### src/rtl/led_matrix_scan.sv
// led_matrix_scan -- scan driver for a HUB75-style RGB LED panel.
//
// Walks col/row through the frame, samples the six colour bits the
// pixel generator returns combinationally for that coordinate, and
// shifts them into the panel with p_clk. After each row it blanks,
// latches the row, and optionally holds the display before the next row.
//
// Ports:
//   clk, rst                 system clock, async active-high reset
//   enable                   run scanning (acted on at row boundaries)
//   r0_in..b1_in             pixel colour for current col/row (0 = upper, 1 = lower half)
//   col [6:0], row [3:0]     coordinate to the pixel generator
//   p_r0..p_b1               registered panel data
//   p_clk, p_lat, p_oe_n     panel shift clock, latch, output enable (active-low)
//   p_addr [3:0]             displayed row-pair address
//   frame_done               one-cycle pulse when the last row of a frame latches
module led_matrix_scan #(
   parameter int COLS      = 64,
   parameter int ROWS_HALF = 16,
   parameter int CLK_DIV   = 2,
   parameter int DISP_HOLD = 0
) (
   input  logic       clk,
   input  logic       rst,
   input  logic       enable,
   input  logic       r0_in,
   input  logic       g0_in,
   input  logic       b0_in,
   input  logic       r1_in,
   input  logic       g1_in,
   input  logic       b1_in,
   output logic [6:0] col,
   output logic [3:0] row,
   output logic       p_r0,
   output logic       p_g0,
   output logic       p_b0,
   output logic       p_r1,
   output logic       p_g1,
   output logic       p_b1,
   output logic       p_clk,
   output logic       p_lat,
   output logic       p_oe_n,
   output logic [3:0] p_addr,
   output logic       frame_done
);

   localparam int              PH_W      = $clog2(2 * CLK_DIV);
   localparam logic [PH_W-1:0] PH_LAST   = PH_W'(2 * CLK_DIV - 1);
   localparam logic [PH_W-1:0] PH_RISE   = PH_W'(CLK_DIV);
   localparam logic [PH_W-1:0] PH_ZERO   = {PH_W{1'b0}};
   localparam logic [6:0]      COL_LAST  = 7'(COLS - 1);
   localparam logic [3:0]      ROW_LAST  = 4'(ROWS_HALF - 1);
   localparam logic [7:0]      HOLD_LAST = 8'(DISP_HOLD - 1);
   localparam bit              HAS_HOLD  = (DISP_HOLD > 0);

   typedef enum logic [2:0] {IDLE, SHIFT, BLANK, LATCH, HOLD} state_t;

   state_t          state_r, state_s;
   logic [PH_W-1:0] ph_r, ph_s;
   logic [7:0]      hold_r, hold_s;
   logic            shown_r, shown_s;
   logic [6:0]      col_s;
   logic [3:0]      row_s;
   logic [3:0]      addr_s;
   logic            lat_s;
   logic            done_s;
   logic            clk_s;
   logic            oe_s;
   logic            sample_s;

   // Next-state, counter and next-output computation.
   // Outputs are computed from the next state so that once registered they
   // describe the cycle the FSM is actually in.
   always_comb begin
      state_s = state_r;
      ph_s    = ph_r;
      hold_s  = hold_r;
      shown_s = shown_r;
      col_s   = col;
      row_s   = row;
      addr_s  = p_addr;
      lat_s   = 1'b0;
      done_s  = 1'b0;
      case (state_r)
         IDLE: begin
            ph_s  = PH_ZERO;
            col_s = 7'd0;
            if (enable) state_s = SHIFT;
            else        state_s = IDLE;
         end
         SHIFT: begin
            if (ph_r == PH_LAST) begin
               ph_s = PH_ZERO;
               if (col == COL_LAST) begin
                  col_s   = 7'd0;
                  state_s = BLANK;
               end else begin
                  col_s = col + 7'd1;
               end
            end else begin
               ph_s = ph_r + PH_W'(1);
            end
         end
         BLANK: begin
            // Row bookkeeping lands together with p_lat on the LATCH cycle.
            state_s = LATCH;
            lat_s   = 1'b1;
            addr_s  = row;
            shown_s = 1'b1;
            if (row == ROW_LAST) begin
               row_s  = 4'd0;
               done_s = 1'b1;
            end else begin
               row_s = row + 4'd1;
            end
         end
         LATCH: begin
            hold_s = 8'd0;
            if (HAS_HOLD)    state_s = HOLD;
            else if (enable) state_s = SHIFT;
            else             state_s = IDLE;
         end
         HOLD: begin
            if (hold_r == HOLD_LAST) begin
               hold_s = 8'd0;
               if (enable) state_s = SHIFT;
               else        state_s = IDLE;
            end else begin
               hold_s  = hold_r + 8'd1;
               state_s = HOLD;
            end
         end
         default: begin
            state_s = IDLE;
            ph_s    = PH_ZERO;
            col_s   = 7'd0;
         end
      endcase

      if ((state_s == SHIFT) && (ph_s >= PH_RISE)) clk_s = 1'b1;
      else                                         clk_s = 1'b0;

      // Previously latched row stays lit while the next one shifts in.
      case (state_s)
         SHIFT:   oe_s = ~shown_s;
         HOLD:    oe_s = 1'b0;
         default: oe_s = 1'b1;
      endcase

      if ((state_r == SHIFT) && (ph_r == PH_ZERO)) sample_s = 1'b1;
      else                                          sample_s = 1'b0;
   end

   // State, counters and control outputs.
   always_ff @(posedge clk or posedge rst) begin
      if (rst) begin
         state_r    <= IDLE;
         ph_r       <= PH_ZERO;
         hold_r     <= 8'd0;
         shown_r    <= 1'b0;
         col        <= 7'd0;
         row        <= 4'd0;
         p_addr     <= 4'd0;
         p_clk      <= 1'b0;
         p_lat      <= 1'b0;
         p_oe_n     <= 1'b1;
         frame_done <= 1'b0;
      end else begin
         state_r    <= state_s;
         ph_r       <= ph_s;
         hold_r     <= hold_s;
         shown_r    <= shown_s;
         col        <= col_s;
         row        <= row_s;
         p_addr     <= addr_s;
         p_clk      <= clk_s;
         p_lat      <= lat_s;
         p_oe_n     <= oe_s;
         frame_done <= done_s;
      end
   end

   // Panel data register: captures the generator's answer at the start of each column slot.
   always_ff @(posedge clk or posedge rst) begin
      if (rst) begin
         {p_r0, p_g0, p_b0, p_r1, p_g1, p_b1} <= 6'd0;
      end else if (sample_s) begin
         {p_r0, p_g0, p_b0, p_r1, p_g1, p_b1} <= {r0_in, g0_in, b0_in, r1_in, g1_in, b1_in};
      end
   end

endmodule

### config.mk
export PLATFORM = sky130hd
export DESIGN_NAME = led_matrix_scan
export DESIGN_NICKNAME = d
export VERILOG_FILES = /design/src/rtl/led_matrix_scan.sv
export SDC_FILE = /design/constraint.sdc
export NUM_CORES = 1
export LEC_CHECK = 0
export BUFFER_PORTS_ARGS = -buffer_cell sky130_fd_sc_hd__buf_4
export CAP_MARGIN = 20
export CORE_UTILIZATION = 55
export DETAILED_ROUTE_END_ITERATION = 10
export GPL_ROUTABILITY_DRIVEN = 0
export PLACE_DENSITY_LB_ADDON = 0.3
export SLEW_MARGIN = 20
export SYNTH_ARGS = -nofsm -noshare
export SYNTH_HDL_FRONTEND = slang
export SYNTH_SLANG_ARGS = --single-unit
### constraint.sdc
create_clock -name clk -period 3.9 [get_ports clk]
set_clock_uncertainty 0.2 [all_clocks]
set_input_delay 0.78 -clock clk [delete_from_list [all_inputs] [get_ports clk]]
set_output_delay 0.78 -clock clk [all_outputs]
set_load 0.005 [all_outputs]
**Word level (Yosys, flattened, before mapping)**

Cells that the tools add are included.

- Register bits: 39

- $add $sub $neg: 4
- Magnitude comparators: 1
- Equality and inequality tests: 11
- Multiplexer cells: 20
- Bitwise logic cells: 2
- Reductions and logical operators: 8

Operators with widths:

| cell | number |
|---|---|
| 8-bit case mux with 2 select lines | 1 |
| 7-bit 2-to-1 mux | 2 |
| 7-bit case mux with 2 select lines | 1 |
| 3-bit case mux with 4 select lines | 1 |
| 3-bit 2-to-1 mux | 3 |
| 8-bit by 1-bit adder with 8-bit output, second input constant | 1 |
| 8-bit equality test, second input constant | 1 |
| 8-bit 2-to-1 mux | 1 |
| 7-bit by 1-bit adder with 7-bit output, second input constant | 1 |
| 7-bit by 6-bit equality test with 1-bit output, second input constant | 1 |
| 1-bit 2-to-1 mux | 7 |
| 3-bit by 1-bit equality test with 1-bit output, second input constant | 2 |
| 3-bit by 2-bit equality test with 1-bit output, second input constant | 2 |
| 3-bit equality test, second input constant | 2 |
| 4-bit by 1-bit adder with 4-bit output, second input constant | 1 |
| 4-bit equality test, second input constant | 1 |
| 4-bit 2-to-1 mux | 1 |
| 2-bit case mux with 2 select lines | 1 |
| 3-bit logical NOT | 1 |
| 3-bit OR reduction | 1 |
| 2-bit by 1-bit adder with 2-bit output, second input constant | 1 |
| 2-bit equality test, second input constant | 1 |
| 2-bit >= comparator, second input constant | 1 |
| 1-bit logical AND | 2 |
| 8 further kinds | 9 |

**Longest topological paths before layout**

Gate-level depths: netlist of the first run.

- Word-level depth: 7
- Depth in mapped cells: 6

**Worst setup path before layout of the first run**

No wires, ideal clock.

- Kind: register to register
- Start: register ph_r[0]
- End: register col[4]
- Setup time: 0.087 ns
- Arrival time: 1.463 ns
- Required time: 3.613 ns
- Slack: 2.150 ns
- Stages on the path, launching flop included: 6
- Path buffers: 0
- Cells stage by stage: dfrtp_1 ha_1 nor2b_1 o21ba_2 or4_1 a22oi_1

- Longest elaborated chain between the ends: 3

RTL lines:

| item | RTL line | source |
|---|---|---|
| start: declaration | 59 | `logic [PH_W-1:0] ph_r, ph_s;` |
| start signal: assignment | 170 | `ph_r <= ph_s;` |
| 2-bit equality test | 92 | `if (ph_r == PH_LAST) begin` |
| 2-bit inequality test (no source line) | -- |  |
| 2-bit AND reduction (no source line) | -- |  |
| end signal: assignment | 173 | `col <= col_s;` |
| end: declaration | 32 | `output logic [6:0] col,` |

Every way passes these cells.
A chain may end at the register's enable or synchronous reset.

**Worst setup path after layout of the first run**

- Start: register state_r[0]
- End: register col[4]

- Longest elaborated chain between the ends: 4
- Elaborated cells on any way between the ends: 9

RTL lines:

| item | RTL line | source |
|---|---|---|
| start: declaration | 58 | `state_t state_r, state_s;` |
| start signal: assignment | 169 | `state_r <= state_s;` |
| 3-bit equality test / 3-bit by 2-bit equality test with 1-bit output (equally long branches) | 84 | `case (state_r)` |
| 3-bit OR reduction (no source line) | -- |  |
| 1-bit inverter (no source line) | -- |  |
| 2-bit AND reduction (no source line) | -- |  |

Parallel ways exist; a longest one is shown, timed or not.

==> results of run 1 <==
-- through the flow --
step / hold WS (ps) / instances / utilization / worst slack (ps)
after global routing: 319 / 265 / 0.677 / 1560
after floorplan: 226 / 185 / - / 2030
after global placement: 241 / 257 / 0.660 / 1830
final: 287 / 265 / 0.677 / 1660
after detailed placement: 253 / 257 / 0.660 / 1720
after CTS: 283 / 265 / 0.677 / 1680
-- cell type report --
cell class	instances	area, sq um	share of cell area
clock buffers	5	37.5	0.0166
well taps	46	57.6	0.0255
flip-flops and latches	39	977	0.432
multi-input cells	129	875	0.387
repair buffers	35	263	0.116
inverters	8	30.0	0.0133
clock inverters	3	20.0	0.00886
-- critical path, stage by stage, from the launching register on --
cell and delay [ps]:
dfrtp_1 700, inv_1 210, and2_1 330, or4_1 560
a22oi_1 160
-- logic make-up (layout without fill, tap and decap cells) --
group	count (synthesis)	in the layout	share of synthesized area
AO/OA/AOI/OAI	50	50	0.168
XOR/XNOR	2	2	0.00909
adder cells (fa/ha/maj)	5	5	0.0325
buffers and inverters	17	51	0.0390
flip-flops	39	39	0.507
multiplexers	12	12	0.0701
AND/OR/NAND/NOR	60	60	0.175
-- layout by cell type, fill, tap and decap left out, types with 4 or more instances in the layout --
| master | netlist | layout |
|---|---|---|
| nand2_1 | 13 | 13 |
| mux2_2 | 12 | 12 |
| o21ai_0 | 13 | 13 |
| inv_1 | 8 | 8 |
| a21oi_1 | 10 | 10 |
| buf_4 | 2 | 35 |
| nor2_1 | 8 | 8 |
| nand2b_1 | 4 | 4 |
| o211ai_1 | 7 | 7 |
| ha_1 | 5 | 5 |
| clkbuf_4 | 0 | 5 |
| dfrtp_1 | 38 | 38 |
| nand3_1 | 9 | 9 |
-- routing by layer --
metal | share of wire | wire length (um) | track usage | vias to the layer above
met4 | 0.016 | 59 | 0.0909 | 0
li1 | - | - | - | 737
met5 | 0 | 0 | 0 | -
met1 | 0.45 | 1710 | 0.311 | 735
met2 | 0.47 | 1780 | 0.384 | 55
met3 | 0.064 | 242 | 0.0630 | 6
-- worst paths after layout --
check | startpoint | to | slack (ps)
max in group asynchronous | rst | p_oe_n | 2300
max reg2reg | state_r[0] | col[4] | 1660
min in group asynchronous | rst | p_g0 | 400
min reg2reg | shown_r | shown_r | 290
max | state_r[0] | col[4] | 1660
min | shown_r | shown_r | 290
-- sequential cells by signal (all words and copies together), names as in the netlist --
signal,cells
state_r,3
p_addr,4
p_g1,1
p_g0,1
ph_r,2
p_b0,1
p_oe_n,1
p_r1,1
p_lat,1
hold_r,8
shown_r,1
row,4
frame_done,1
p_clk,1
col,7
p_r0,1
p_b1,1
-- power by group through the flow --
stage	sequential, W	combinational (W)	clock [W]
floorplan	0.000534	0.000207	0
global placement	0.000547	0.000319	0
detailed placement	0.000551	0.000330	0
CTS	0.000544	0.000331	0.000213
global route	0.000557	0.000377	0.000228
finish	0.000546	0.000327	0.000206
==> results.ini, run 1 <==
[synthesis]
avgSynthCellArea_sq_um = 10.4
syn_nets = 199
synth_edf_count = 0
synth_common_cells = dfrtp_1 (38), nand2_1 (13), o21ai_0 (13)
synthArstFlopShare = 1.00
synth-seq-area-share = 0.507
yosys_most_used_dff = dfrtp_1
yosysMostFrequentCell = dfrtp_1
yosys-top-cells-area = dfrtp_1 (49%), mux2_2 (7.0%), o21ai_0 (3.4%), ha_1 (3.2%), o211ai_1 (2.7%)
ys_ff_latch = 39
synth.top_cell.area_share = 0.494
synth_largest_area_cell = dfrtp_1
syn-instance-count = 185
synth.distinct_cells = 43
yosys_warnings = 0
syn_area_sq_um = 1930

[hold_path]
min_path_cells = 1
worstHoldPathType = reg2reg

[clocking]
cts_buffers = 5
cts_sinks = 39
htreeDepth = 2
cts_tree = built
root_buffer = clkbuf_4
cts.path.max_buffers = 2
cts_setup_buffers = 0
ctsResizeCount = 0
clkLatencyLatePin_ps = 360
ctsHoldBuffers = 0
cts.clk_slew.worst_paths_ps = 120

[power]
powerDensity_nw_per_um2 = 478
total_power_w = 0.00108
combPwrFrac = 0.303
p_int_w = 0.000736
peakVddDrop_v = 0.000300
clockPowerShare = 0.191
leakagePower_nw = 1.03
switchingPower_w = 0.000343
pwr-share-seq = 0.506
switching_share = 0.318

[drt]
wire_per_inst_um = 14.3
vias = 1533
ant_nets = 0
drc_errors = 0
drt_wl_total_mm = 3.80
vias_per_cell = 5.78
drtIter0Drc = 95
firstDrtPassIters = 4

[placed_design]
placedInstanceArea_sq_um = 2200
portBuffers = 33
hpwl_mm = 2.69

[outcome]
status = finished, final reports clean

[global_route]
grt_max_degree = 25
antenna_found_initial = 0
grt-ovfl-total = 0
gr-usage-all-layers = 0.239
grt_pass1_vias = 1406
grt_pass1_wl_mm = 6.40

[finish]
fin_area_sq_um = 2260
syn2layout_area_growth_pct = 17.3
nets = 232
drive_gt1_frac = 0.274
nFillCells = 266
diodes = 0

[floorplan]
row_count = 21
fp.dieH_um = 61.2
design.core.area_sq_um = 3340
start_util = 0.577
die_width_um = 61.2
ioPinCount = 34
dieArea_sq_um = 3740

[sta]
finalSetupViolCount = 0
tightest_slew_ps = 881
report.final.slew_viol_count = 0
final.setup.tns_ps = 0
period_needed_ps = 2240
fin_crit_sh = 0.575
max_freq_mhz = 446
hold_violations = 0
relSlewSlack = 0.412
rsz0062_at_grt = false

[setup_path]
path_class = reg2reg
cp_max_fo = 18
required_ps = 3990
startpoint_type = register
critical_path_arrival_ps = 2330
r2r_cells = 4
worstSetupEndpointType = register

[flow_run]
maxCapViolations = 0

Power figures use the tool's default switching activity.
==> inputs of run 2 (changes only) <==
--- a/config.mk
+++ b/config.mk
@@ -5,9 +5,10 @@
 export SDC_FILE = /design/constraint.sdc
 export NUM_CORES = 1
 export LEC_CHECK = 0
+export ABC_AREA = 1
 export BUFFER_PORTS_ARGS = -buffer_cell sky130_fd_sc_hd__buf_4
 export CAP_MARGIN = 20
-export CORE_UTILIZATION = 55
+export CORE_UTILIZATION = 49
 export DETAILED_ROUTE_END_ITERATION = 10
 export GPL_ROUTABILITY_DRIVEN = 0
 export PLACE_DENSITY_LB_ADDON = 0.3
==> constraint.sdc (replaced) <==
create_clock -name clk -period 1.8 [get_ports clk]
set_clock_uncertainty 0.2 [all_clocks]
set_input_delay 0.36 -clock clk [delete_from_list [all_inputs] [get_ports clk]]
set_output_delay 0.36 -clock clk [all_outputs]
set_load 0.005 [all_outputs]
==> run 2 against run 1 <==
  * Combinational power is 82% lower
  * Register-to-register slack worse by 1500 ps
  * First-iteration DRC count is 3.2% higher
  * Sequential power is 62% higher
  * Critical endpoint is now p_clk
  * Die area is 8.1% higher
  * Flip-flop and latch count stayed put
  * Highest routed layer unchanged
==> results.ini, run 2 <==
[outcome]
status = finished, final reports clean  ; unchanged

[global_route]
grt_max_degree = 40  ; was 25
grt_pass1_vias = 1290  ; was 1406
grt-ovfl-total = 0  ; unchanged
gr-usage-all-layers = 0.187  ; was 0.239
antenna_found_initial = 0  ; unchanged
grt_pass1_wl_mm = 5.86  ; was 6.40 mm

[flow_run]
maxCapViolations = 0  ; unchanged

[synthesis]
syn_nets = 212  ; was 199
syn-instance-count = 198  ; was 185
synth-seq-area-share = 0.525  ; was 0.507
synth.top_cell.area_share = 0.511  ; was 0.494
synth.distinct_cells = 31  ; was 43
ys_ff_latch = 39  ; unchanged
syn_area_sq_um = 1860  ; was 1930 sq um
synth_largest_area_cell = dfrtp_1  ; unchanged
yosysMostFrequentCell = nand2_1  ; was dfrtp_1
yosys_warnings = 0  ; unchanged
avgSynthCellArea_sq_um = 9.40  ; was 10.4 sq um
synth_edf_count = 0  ; unchanged
synthArstFlopShare = 1.00  ; unchanged
yosys-top-cells-area = dfrtp_1 (51%), nand2_1 (8.7%), inv_1 (5.0%), mux2_4 (4.8%), o21ai_0 (3.8%)  ; was dfrtp_1 (49%), mux2_2 (7.0%), o21ai_0 (3.4%), ha_1 (3.2%), o211ai_1 (2.7%)
yosys_most_used_dff = dfrtp_1  ; unchanged
synth_common_cells = nand2_1 (43), dfrtp_1 (38), inv_1 (25)  ; was dfrtp_1 (38), nand2_1 (13), o21ai_0 (13)

[finish]
reg_top3 = hold_r: 8 flops, col: 7 flops  ; unchanged
nFillCells = 303  ; was 266
largest_register = hold_r  ; unchanged
drive_gt1_frac = 0.296  ; was 0.274
mostFrequentLayoutCells = nand2_1 (43), dfrtp_1 (38), buf_4 (36)  ; was dfrtp_1 (38), buf_4 (35), o21ai_0 (13), nand2_1 (13), mux2_2 (12)
diodes = 0  ; unchanged
nets = 256  ; was 232
largest_reg_flops = 8  ; unchanged
syn2layout_area_growth_pct = 25.7  ; was 17.3%
utilization = 0.639  ; was 0.677
layout_commonest_cell = nand2_1  ; was dfrtp_1

[clocking]
clkLatencyLatePin_ps = 280  ; was 360 ps
cts.path.max_buffers = 2  ; unchanged
cts_sinks = 39  ; unchanged
root_buffer = clkbuf_8  ; was clkbuf_4
cts_tree = built  ; unchanged
htreeDepth = 2  ; unchanged
cts_buffers = 5  ; unchanged
cts.clk_slew.worst_paths_ps = 70  ; was 120 ps

[power]
powerDensity_nw_per_um2 = 720  ; was 478 nW/um^2
leakagePower_nw = 1.17  ; was 1.03 nW
peakVddDrop_v = 0.000515  ; was 0.000300 V

[placed_design]
hpwl_mm = 2.52  ; was 2.69 mm
portBuffers = 33  ; unchanged

[sta]
final.setup.tns_ps = 0  ; unchanged
hold_violations = 0  ; unchanged
period_needed_ps = 1640  ; was 2240 ps
report.final.slew_viol_count = 0  ; unchanged
finalSetupViolCount = 0  ; unchanged
rsz0062_at_grt = false  ; unchanged
max_freq_mhz = 610  ; was 446 MHz
tightest_slew_ps = 487  ; was 881 ps
fin_crit_sh = 0.911  ; was 0.575
relSlewSlack = 0.672  ; was 0.412

[setup_path]
critical_path_arrival_ps = 1650  ; was 2330 ps
path_cells = ha_1, nand3_1, nor2_2, a31oi_1, nand2_2, nor2_1  ; was inv_1, and2_1, or4_1, a22oi_1
startpoint_type = register  ; unchanged
slowest_stage = dfrtp_1  ; unchanged
worstSetupEndpointType = register  ; unchanged
path_class = reg2reg  ; unchanged
required_ps = 1820  ; was 3990 ps
critPathMaxStageDelay_ps = 410  ; was 700 ps
cp_max_fo = 3  ; was 18

[floorplan]
start_util = 0.508  ; was 0.577
design.core.area_sq_um = 3660  ; was 3340 sq um
dieArea_sq_um = 4050  ; was 3740 sq um
die_width_um = 63.6  ; was 61.2 um
row_count = 22  ; was 21
fp.dieH_um = 63.6  ; was 61.2 um
ioPinCount = 34  ; unchanged

[hold_path]
worstHoldPathType = in2reg  ; was reg2reg

[drt]
vias_per_cell = 4.95  ; was 5.78
drt_wl_total_mm = 3.38  ; was 3.80 mm
drc_errors = 0  ; unchanged
firstDrtPassIters = 4  ; unchanged
vias = 1439  ; was 1533
drtIter0Drc = 98  ; was 95
ant_nets = 0  ; unchanged
wire_per_inst_um = 11.6  ; was 14.3 um

==> run 2: cell count changes after synthesis, moves of 4 or more <==
| cell | previous run | this run |
|---|---|---|
| o211ai_1 | 7 | 0 |
| nand2_1 | 13 | 43 |
| nor2_1 | 8 | 14 |
| xor2_1 | 0 | 4 |
| mux2_2 | 12 | 0 |
| clkbuf_1 | 4 | 0 |
| nand2b_1 | 4 | 0 |
| a21oi_1 | 10 | 4 |
| mux2_4 | 0 | 6 |
| inv_1 | 8 | 25 |
| nand2_2 | 0 | 4 |
| inv_2 | 0 | 4 |
==> run 2: per-layer routing <==
| layer | wire length [um] | global-route usage | vias up |
|---|---|---|---|
| met5 | 0 | 0 | - |
| met4 | 51 | 0.0767 | 0 |
| met3 | 160 | 0.0380 | 7 |
| met2 | 1610 | 0.297 | 35 |
| met1 | 1560 | 0.250 | 675 |
| li1 | - | - | 722 |
==> run 2: cell families (layout without fill, tap and decap cells) <==
family,count (synthesis),in the layout,share of synthesized area
buffers and inverters,31,76,0.0646
adder cells (fa/ha/maj),5,5,0.0336
AND/OR/NAND/NOR,83,83,0.213
AO/OA/AOI/OAI,28,28,0.0868
multiplexers,6,6,0.0484
flip-flops,39,39,0.525
XOR/XNOR,6,6,0.0282
==> run 2: final cells by class <==
class	instances	area (sq um)	share of cell area
sequential	39	977	0.418
multi-input combinational	128	768	0.329
timing repair buffer	38	300	0.128
inverter	30	115	0.0492
clock buffer	6	82.6	0.0353
tap	48	60.1	0.0257
clock inverter	2	35.0	0.0150
==> run 2: through the flow <==
stage / setup slack [ps] / area [sq um] / total power [W] / hold slack [ps] / instances
global route: 21.6 / 2340 / 0.00174 / 92.5 / 291
global placement: 148 / 2200 / 0.000961 / 237 / 281
finish: 161 / 2340 / 0.00168 / 99.2 / 291
floorplan: 230 / 1860 / 0.000926 / 230 / 198
detailed placement: 86.5 / 2200 / 0.000963 / 241 / 281
CTS: 69.5 / 2330 / 0.00171 / 90.6 / 290
==> run 2: power by group <==
| part | switching (W) | internal, W | total [W] |
|---|---|---|---|
| logic | 0.0000246 | 0.0000336 | 0.0000582 |
| registers | 0.00000431 | 0.000883 | 0.000887 |
| clock network | 0.000291 | 0.000448 | 0.000740 |
==> run 2: path summary, 6_finish.rpt <==
path                          from      end  slack (ps)  cells after the start
setup / recovery            col[0]    p_clk         160                      6
hold / removal               r0_in     p_r0         100                      2
setup reg to reg            col[0]    p_clk         160                      6
hold reg to reg            shown_r  shown_r         270                      2
max in group asynchronous      rst   p_oe_n         670                      4
min in group asynchronous      rst  ph_r[0]         480                      4
==> run 2: repair_timing <==
| action | 4_1_cts | 5_1_grt |
|---|---|---|
| gates resized for setup | 0 | 2 |
| endpoints found under the hold margin | 38 | 0 |
| buffers inserted | 0 | 1 |
| endpoints found under the setup margin | 0 | 4 |
| hold buffers | 1 | 0 |
==> run 2: critical path, delay by kind of cell (launching register included) <==
family / cells / cell delay [ps]
flip-flops: 1 / 410
AND/OR/NAND/NOR: 4 / 430
adder cells (fa/ha/maj): 1 / 240
AO/OA/AOI/OAI: 1 / 290
